File: config.mk
export PLATFORM = sky130hd
export DESIGN_NAME = imem_loader_flat
export DESIGN_NICKNAME = d
export VERILOG_FILES = /design/src/rtl/imem_loader_if.sv /design/src/rtl/imem_loader.sv /design/src/flat_wrapper.sv
export SDC_FILE = /design/constraint.sdc
export NUM_CORES = 1
export LEC_CHECK = 0
export ABC_AREA = 1
export CORE_MARGIN = 2
export CORE_UTILIZATION = 49
export CTS_CLUSTER_DIAMETER = 80
export DETAILED_ROUTE_END_ITERATION = 10
export PLACE_DENSITY = 0.81
export SLEW_MARGIN = 25
export SYNTH_ARGS = -nofsm -noshare
export SYNTH_HDL_FRONTEND = slang
export SYNTH_SLANG_ARGS = --single-unit
File: constraint.sdc
create_clock -name clk -period 1.1 [get_ports clk]
set_input_delay 0.33 -clock clk [delete_from_list [all_inputs] [get_ports clk]]
set_output_delay 0.33 -clock clk [all_outputs]
set_load 0.005 [all_outputs]
File: src/rtl/imem_loader_if.sv
// Byte-stream, instruction-memory write and status signals of the boot loader.
// The loader connects through the slave modport; the host and the IF stage connect through master.
interface imem_loader_if #(
    parameter int ADDR_WIDTH = 8,
    parameter int INST_WIDTH = 16
);
    logic [7:0]            byteData;
    logic                  byteValid;
    logic                  byteReady;
    logic                  reload;
    logic                  memWriteEn;
    logic [ADDR_WIDTH-1:0] memWriteAddr;
    logic [INST_WIDTH-1:0] memWriteData;
    logic                  coreHold;
    logic                  done;
    logic                  error;

    modport slave (
        input  byteData, byteValid, reload,
        output byteReady, memWriteEn, memWriteAddr, memWriteData, coreHold, done, error
    );

    modport master (
        output byteData, byteValid, reload,
        input  byteReady, memWriteEn, memWriteAddr, memWriteData, coreHold, done, error
    );
endinterface

File: src/rtl/imem_loader.sv
// Boot loader: assembles big-endian 16-bit words from a byte stream, writes them
// from address 0 upward, verifies a trailing XOR checksum and gates the core's reset.
module imem_loader #(
    parameter int ADDR_WIDTH = 8,
    parameter int INST_WIDTH = 16
) (
    input  logic           clk,
    input  logic           reset,
    imem_loader_if.slave   bus
);
    localparam logic [2:0] S_LEN  = 3'd0;
    localparam logic [2:0] S_HI   = 3'd1;
    localparam logic [2:0] S_LO   = 3'd2;
    localparam logic [2:0] S_CHK  = 3'd3;
    localparam logic [2:0] S_DONE = 3'd4;
    localparam int         RW     = ADDR_WIDTH + 1;

    logic [2:0]            r_state;
    logic [RW-1:0]         r_remaining;
    logic [7:0]            r_csum;
    logic [7:0]            r_hi;
    logic [ADDR_WIDTH-1:0] r_ptr;
    logic [ADDR_WIDTH-1:0] r_waddr;
    logic [INST_WIDTH-1:0] r_wdata;
    logic                  r_wen;
    logic                  r_hold;
    logic                  r_done;
    logic                  r_err;

    logic                  w_ready;
    logic                  w_accept;
    logic [RW-1:0]         w_len;
    logic                  w_bad;

    assign w_ready  = (r_state != S_DONE);
    assign w_accept = bus.byteValid && w_ready;
    // A zero length byte stands for a full-capacity load.
    assign w_len    = (bus.byteData == 8'd0) ? (RW'(1) << ADDR_WIDTH) : RW'(bus.byteData);
    assign w_bad    = (bus.byteData != r_csum);

    always_ff @(posedge clk or negedge reset) begin
        if (!reset) begin
            r_state     <= S_LEN;
            r_remaining <= '0;
            r_csum      <= '0;
            r_hi        <= '0;
            r_ptr       <= '0;
            r_waddr     <= '0;
            r_wdata     <= '0;
            r_wen       <= 1'b0;
            r_hold      <= 1'b1;
            r_done      <= 1'b0;
            r_err       <= 1'b0;
        end else begin
            r_wen <= 1'b0;
            case (r_state)
                S_LEN: if (w_accept) begin
                    r_remaining <= w_len;
                    r_csum      <= '0;
                    r_state     <= S_HI;
                end
                S_HI: if (w_accept) begin
                    r_hi    <= bus.byteData;
                    r_csum  <= r_csum ^ bus.byteData;
                    r_state <= S_LO;
                end
                S_LO: if (w_accept) begin
                    r_wen       <= 1'b1;
                    r_waddr     <= r_ptr;
                    r_wdata     <= INST_WIDTH'({r_hi, bus.byteData});
                    r_ptr       <= r_ptr + 1'b1;
                    r_csum      <= r_csum ^ bus.byteData;
                    r_remaining <= r_remaining - 1'b1;
                    r_state     <= (r_remaining == RW'(1)) ? S_CHK : S_HI;
                end
                S_CHK: if (w_accept) begin
                    r_err   <= w_bad;
                    r_hold  <= w_bad;
                    r_done  <= 1'b1;
                    r_state <= S_DONE;
                end
                S_DONE: if (bus.reload) begin
                    r_state <= S_LEN;
                    r_done  <= 1'b0;
                    r_err   <= 1'b0;
                    r_hold  <= 1'b1;
                    r_ptr   <= '0;
                end
                default: r_state <= S_LEN;
            endcase
        end
    end

    assign bus.byteReady    = w_ready;
    assign bus.memWriteEn   = r_wen;
    assign bus.memWriteAddr = r_waddr;
    assign bus.memWriteData = r_wdata;
    assign bus.coreHold     = r_hold;
    assign bus.done         = r_done;
    assign bus.error        = r_err;
endmodule

File: src/flat_wrapper.sv
// flat-port wrapper written by rule: the top's interface ports become plain ports
module imem_loader_flat 
#(
    parameter int ADDR_WIDTH = 8,
    parameter int INST_WIDTH = 16
)
  (clk, reset, bus_byteData, bus_byteValid, bus_reload, bus_byteReady, bus_memWriteEn, bus_memWriteAddr, bus_memWriteData, bus_coreHold, bus_done, bus_error);
  imem_loader_if #(.ADDR_WIDTH(ADDR_WIDTH), .INST_WIDTH(INST_WIDTH)) bus_i ();
  input  logic clk;
  input  logic reset;
  input wire logic [$bits(bus_i.byteData)-1:0] bus_byteData;
  input wire logic [$bits(bus_i.byteValid)-1:0] bus_byteValid;
  input wire logic [$bits(bus_i.reload)-1:0] bus_reload;
  output wire logic [$bits(bus_i.byteReady)-1:0] bus_byteReady;
  output wire logic [$bits(bus_i.memWriteEn)-1:0] bus_memWriteEn;
  output wire logic [$bits(bus_i.memWriteAddr)-1:0] bus_memWriteAddr;
  output wire logic [$bits(bus_i.memWriteData)-1:0] bus_memWriteData;
  output wire logic [$bits(bus_i.coreHold)-1:0] bus_coreHold;
  output wire logic [$bits(bus_i.done)-1:0] bus_done;
  output wire logic [$bits(bus_i.error)-1:0] bus_error;
  assign bus_i.byteData = bus_byteData;
  assign bus_i.byteValid = bus_byteValid;
  assign bus_i.reload = bus_reload;
  assign bus_byteReady = bus_i.byteReady;
  assign bus_memWriteEn = bus_i.memWriteEn;
  assign bus_memWriteAddr = bus_i.memWriteAddr;
  assign bus_memWriteData = bus_i.memWriteData;
  assign bus_coreHold = bus_i.coreHold;
  assign bus_done = bus_i.done;
  assign bus_error = bus_i.error;
  imem_loader #(.ADDR_WIDTH(ADDR_WIDTH), .INST_WIDTH(INST_WIDTH)) u_core (.clk(clk), .reset(reset), .bus(bus_i));
endmodule
==> reports/metrics.yaml <==
skew_ns: 0.0121
ys_warn_count: 0
vdd_drop_max_mv: 1.89
grt_pass1_wl_mm: 15.5
r2r_slack_ns: -0.51
core-area_sq_um: 5920
synth_edf_count: 0
final_common_cell: "buf_4"
io_pins: 41
ys_ff_latch: 64
syn_inst: 362
fin_nets: 525
cts_tree: "built"
cp_max_fo: 5
drc_errors: 0
cts.sinks: 64
die_y_um: 82.2
worstSetupPathType: "reg2reg"
clock_path_buffers: 2
min_period_ns: 1.61
period_share: 1.47
hold_path.class: "in2async"
die_width_um: 82.2
crit_start: "u_core.r_state[2]"
n_antenna_cell: 0
crit_path_start_kind: "flip-flop"
totalPowerFinal_uw: 14300
overflow: 0
via_per_inst: 5.99
grt_util_all_layers: 0.314
fmax_ghz: 0.619
portBuffers: 40
first_pass_iters: 5
cts-root-buf: "clkbuf_8"
rsz0062_at_grt: "true"
synthArstFlopShare: 1.00
rows: 28
maxSlewHeadroom: 0.760
violations: "setup timing"
p_per_area_nw_per_um2: 2830
dp_hpwl_mm: 5.42
synth_area_per_cell_sq_um: 8.27
path_clk_slew_ns: 0.08
dp_slack_ns: -0.648
placed_cell_area_sq_um: 3910
slew_viol_final: 0
synth.distinct_cells: 27
wl_mm: 12.2
syn_area_sq_um: 2990
worst_setup_path_end_kind: "flip-flop"
r2r_start: "u_core.r_state[2]"
finalWorstSetupSlack_ns: -0.514
dp.cells: 523
syn_to_final_growth_pct: 68.4
cts_inserted_buffers: 9
rr_worst_depth: 9
fin_util: 0.851
die_area_sq_um: 6750
htreeDepth: 3
wl_per_cell_um: 20.7
layout_common_cells: "buf_4, nand2_1, dfrtp_1"
setup_viol: 93
cp.required_ns: 1.38
drt_iter0_drc: 375
hold_viol_final: 0
cap_violations: 0
worst_pin_slew_ns: 0.360
clk-insertion-delay-late_ns: 0.37
antenna_found_initial: 0
power_leakage_uw: 0.00252
status: "complete, but fails checks"
drive_above_1_share: 0.509
grt_pass1_vias: 3234
place_congestion: 0.874
seq_area_frac_synth: 0.536
start_util: 0.505
vias: 3536
syn_nets: 377
arrival_ns: 1.89
final_area_sq_um: 5040
drtAntennaViolNets: 0
ys.flop_type: "dfrtp_1"
stdcell_count: 590
r2r-end: "u_core.r_ptr[0]"
grt_start_max_net_pins: 39
cell families after synthesis:
| family | synth area share |
|---|---|
| AND/OR/NAND/NOR | 0.230 |
| AO/OA/AOI/OAI | 0.124 |
| flip-flops | 0.536 |
| buffers and inverters | 0.0744 |
| XOR/XNOR | 0.0234 |
| adder cells (fa/ha/maj) | 0.0125 |
report_power, final:
group / switching, uW / internal, uW
sequential: 1010 / 3450
combinational: 4020 / 3600
clock: 1020 / 1170
per-stage QoR:
step | hold WS (ns) | TNS [ns]
final | 0.467 | -27.68
after global routing | 0.508 | -30.44
after CTS | 0.480 | -22.61
after detailed placement | 0.324 | -37.12
after global placement | 0.320 | -32.83
after floorplan | 0.0344 | -1.44
state kept, by name (all words and copies together), names as in the netlist, 3 cells and up:
signal / count
u_core.r_ptr: 8
u_core.bus.memWriteData: 16
u_core.r_remaining: 9
u_core.r_csum: 8
u_core.r_hi: 8
u_core.bus.memWriteAddr: 8
u_core.r_state: 3
worst max-delay path, stage by stage, from the launching register on:
cell	delay [ns]
dfrtp_1	0.40
inv_2	0.10
buf_6	0.13
nand2_8	0.06
nor2_4	0.21
buf_12	0.16
nand2_8	0.08
buf_12	0.13
nor2_4	0.11
o21bai_1	0.14
area by class of cell:
| type | count | area, sq um |
|---|---|---|
| fill | 268 | 880 |
| timing repair inverter | 2 | 11.3 |
| clock buffer | 13 | 159 |
| timing repair buffer | 142 | 1230 |
| inverter | 44 | 195 |
| sequential | 64 | 1600 |
| tap | 75 | 93.8 |
| clock inverter | 3 | 40.0 |
| multi-input combinational | 247 | 1710 |
synthesized netlist by cell type, types with 2 or more instances:
master	n	area share
nand2_1	103	0.13
nand3_1	18	0.030
inv_2	9	0.011
a21oi_1	12	0.020
buf_2	7	0.012
xnor2_1	6	0.018
nand2_2	3	0.0063
nand4_1	7	0.015
o21ai_1	40	0.067
nor2_1	20	0.025
buf_4	3	0.0075
xor2_1	2	0.0059
dfrtp_1	63	0.53
ha_1	3	0.013
nor2_2	2	0.0042
inv_1	35	0.044
o21ai_0	19	0.032
what timing repair did:
item | 4_1_cts | 5_1_grt
hold buffers | 1 | 0
resized for setup | 188 | 103
endpoints found under the setup margin | 93 | 93
pin swaps | 17 | 16
endpoints found under the hold margin | 37 | 0
gates cloned | 5 | 6
buffers inserted | 23 | 18
worst max path at each step:
stage,cells past startpoint,end
5_1_grt,9,u_core.r_ptr[0]
4_1_cts,4,bus_byteReady
2_1_floorplan,8,u_core.r_remaining[0]
3_5_place_dp,7,u_core.r_ptr[2]
6_report,9,u_core.r_ptr[0]
3_3_place_gp,7,u_core.r_ptr[2]
per-layer routing:
layer  wire (um)  GRT usage
met5           0          0
met4         829      0.173
met3        1110     0.0696
met2        6030      0.550
met1        4230      0.354
Note: power is estimated with default switching activity, not from simulation.
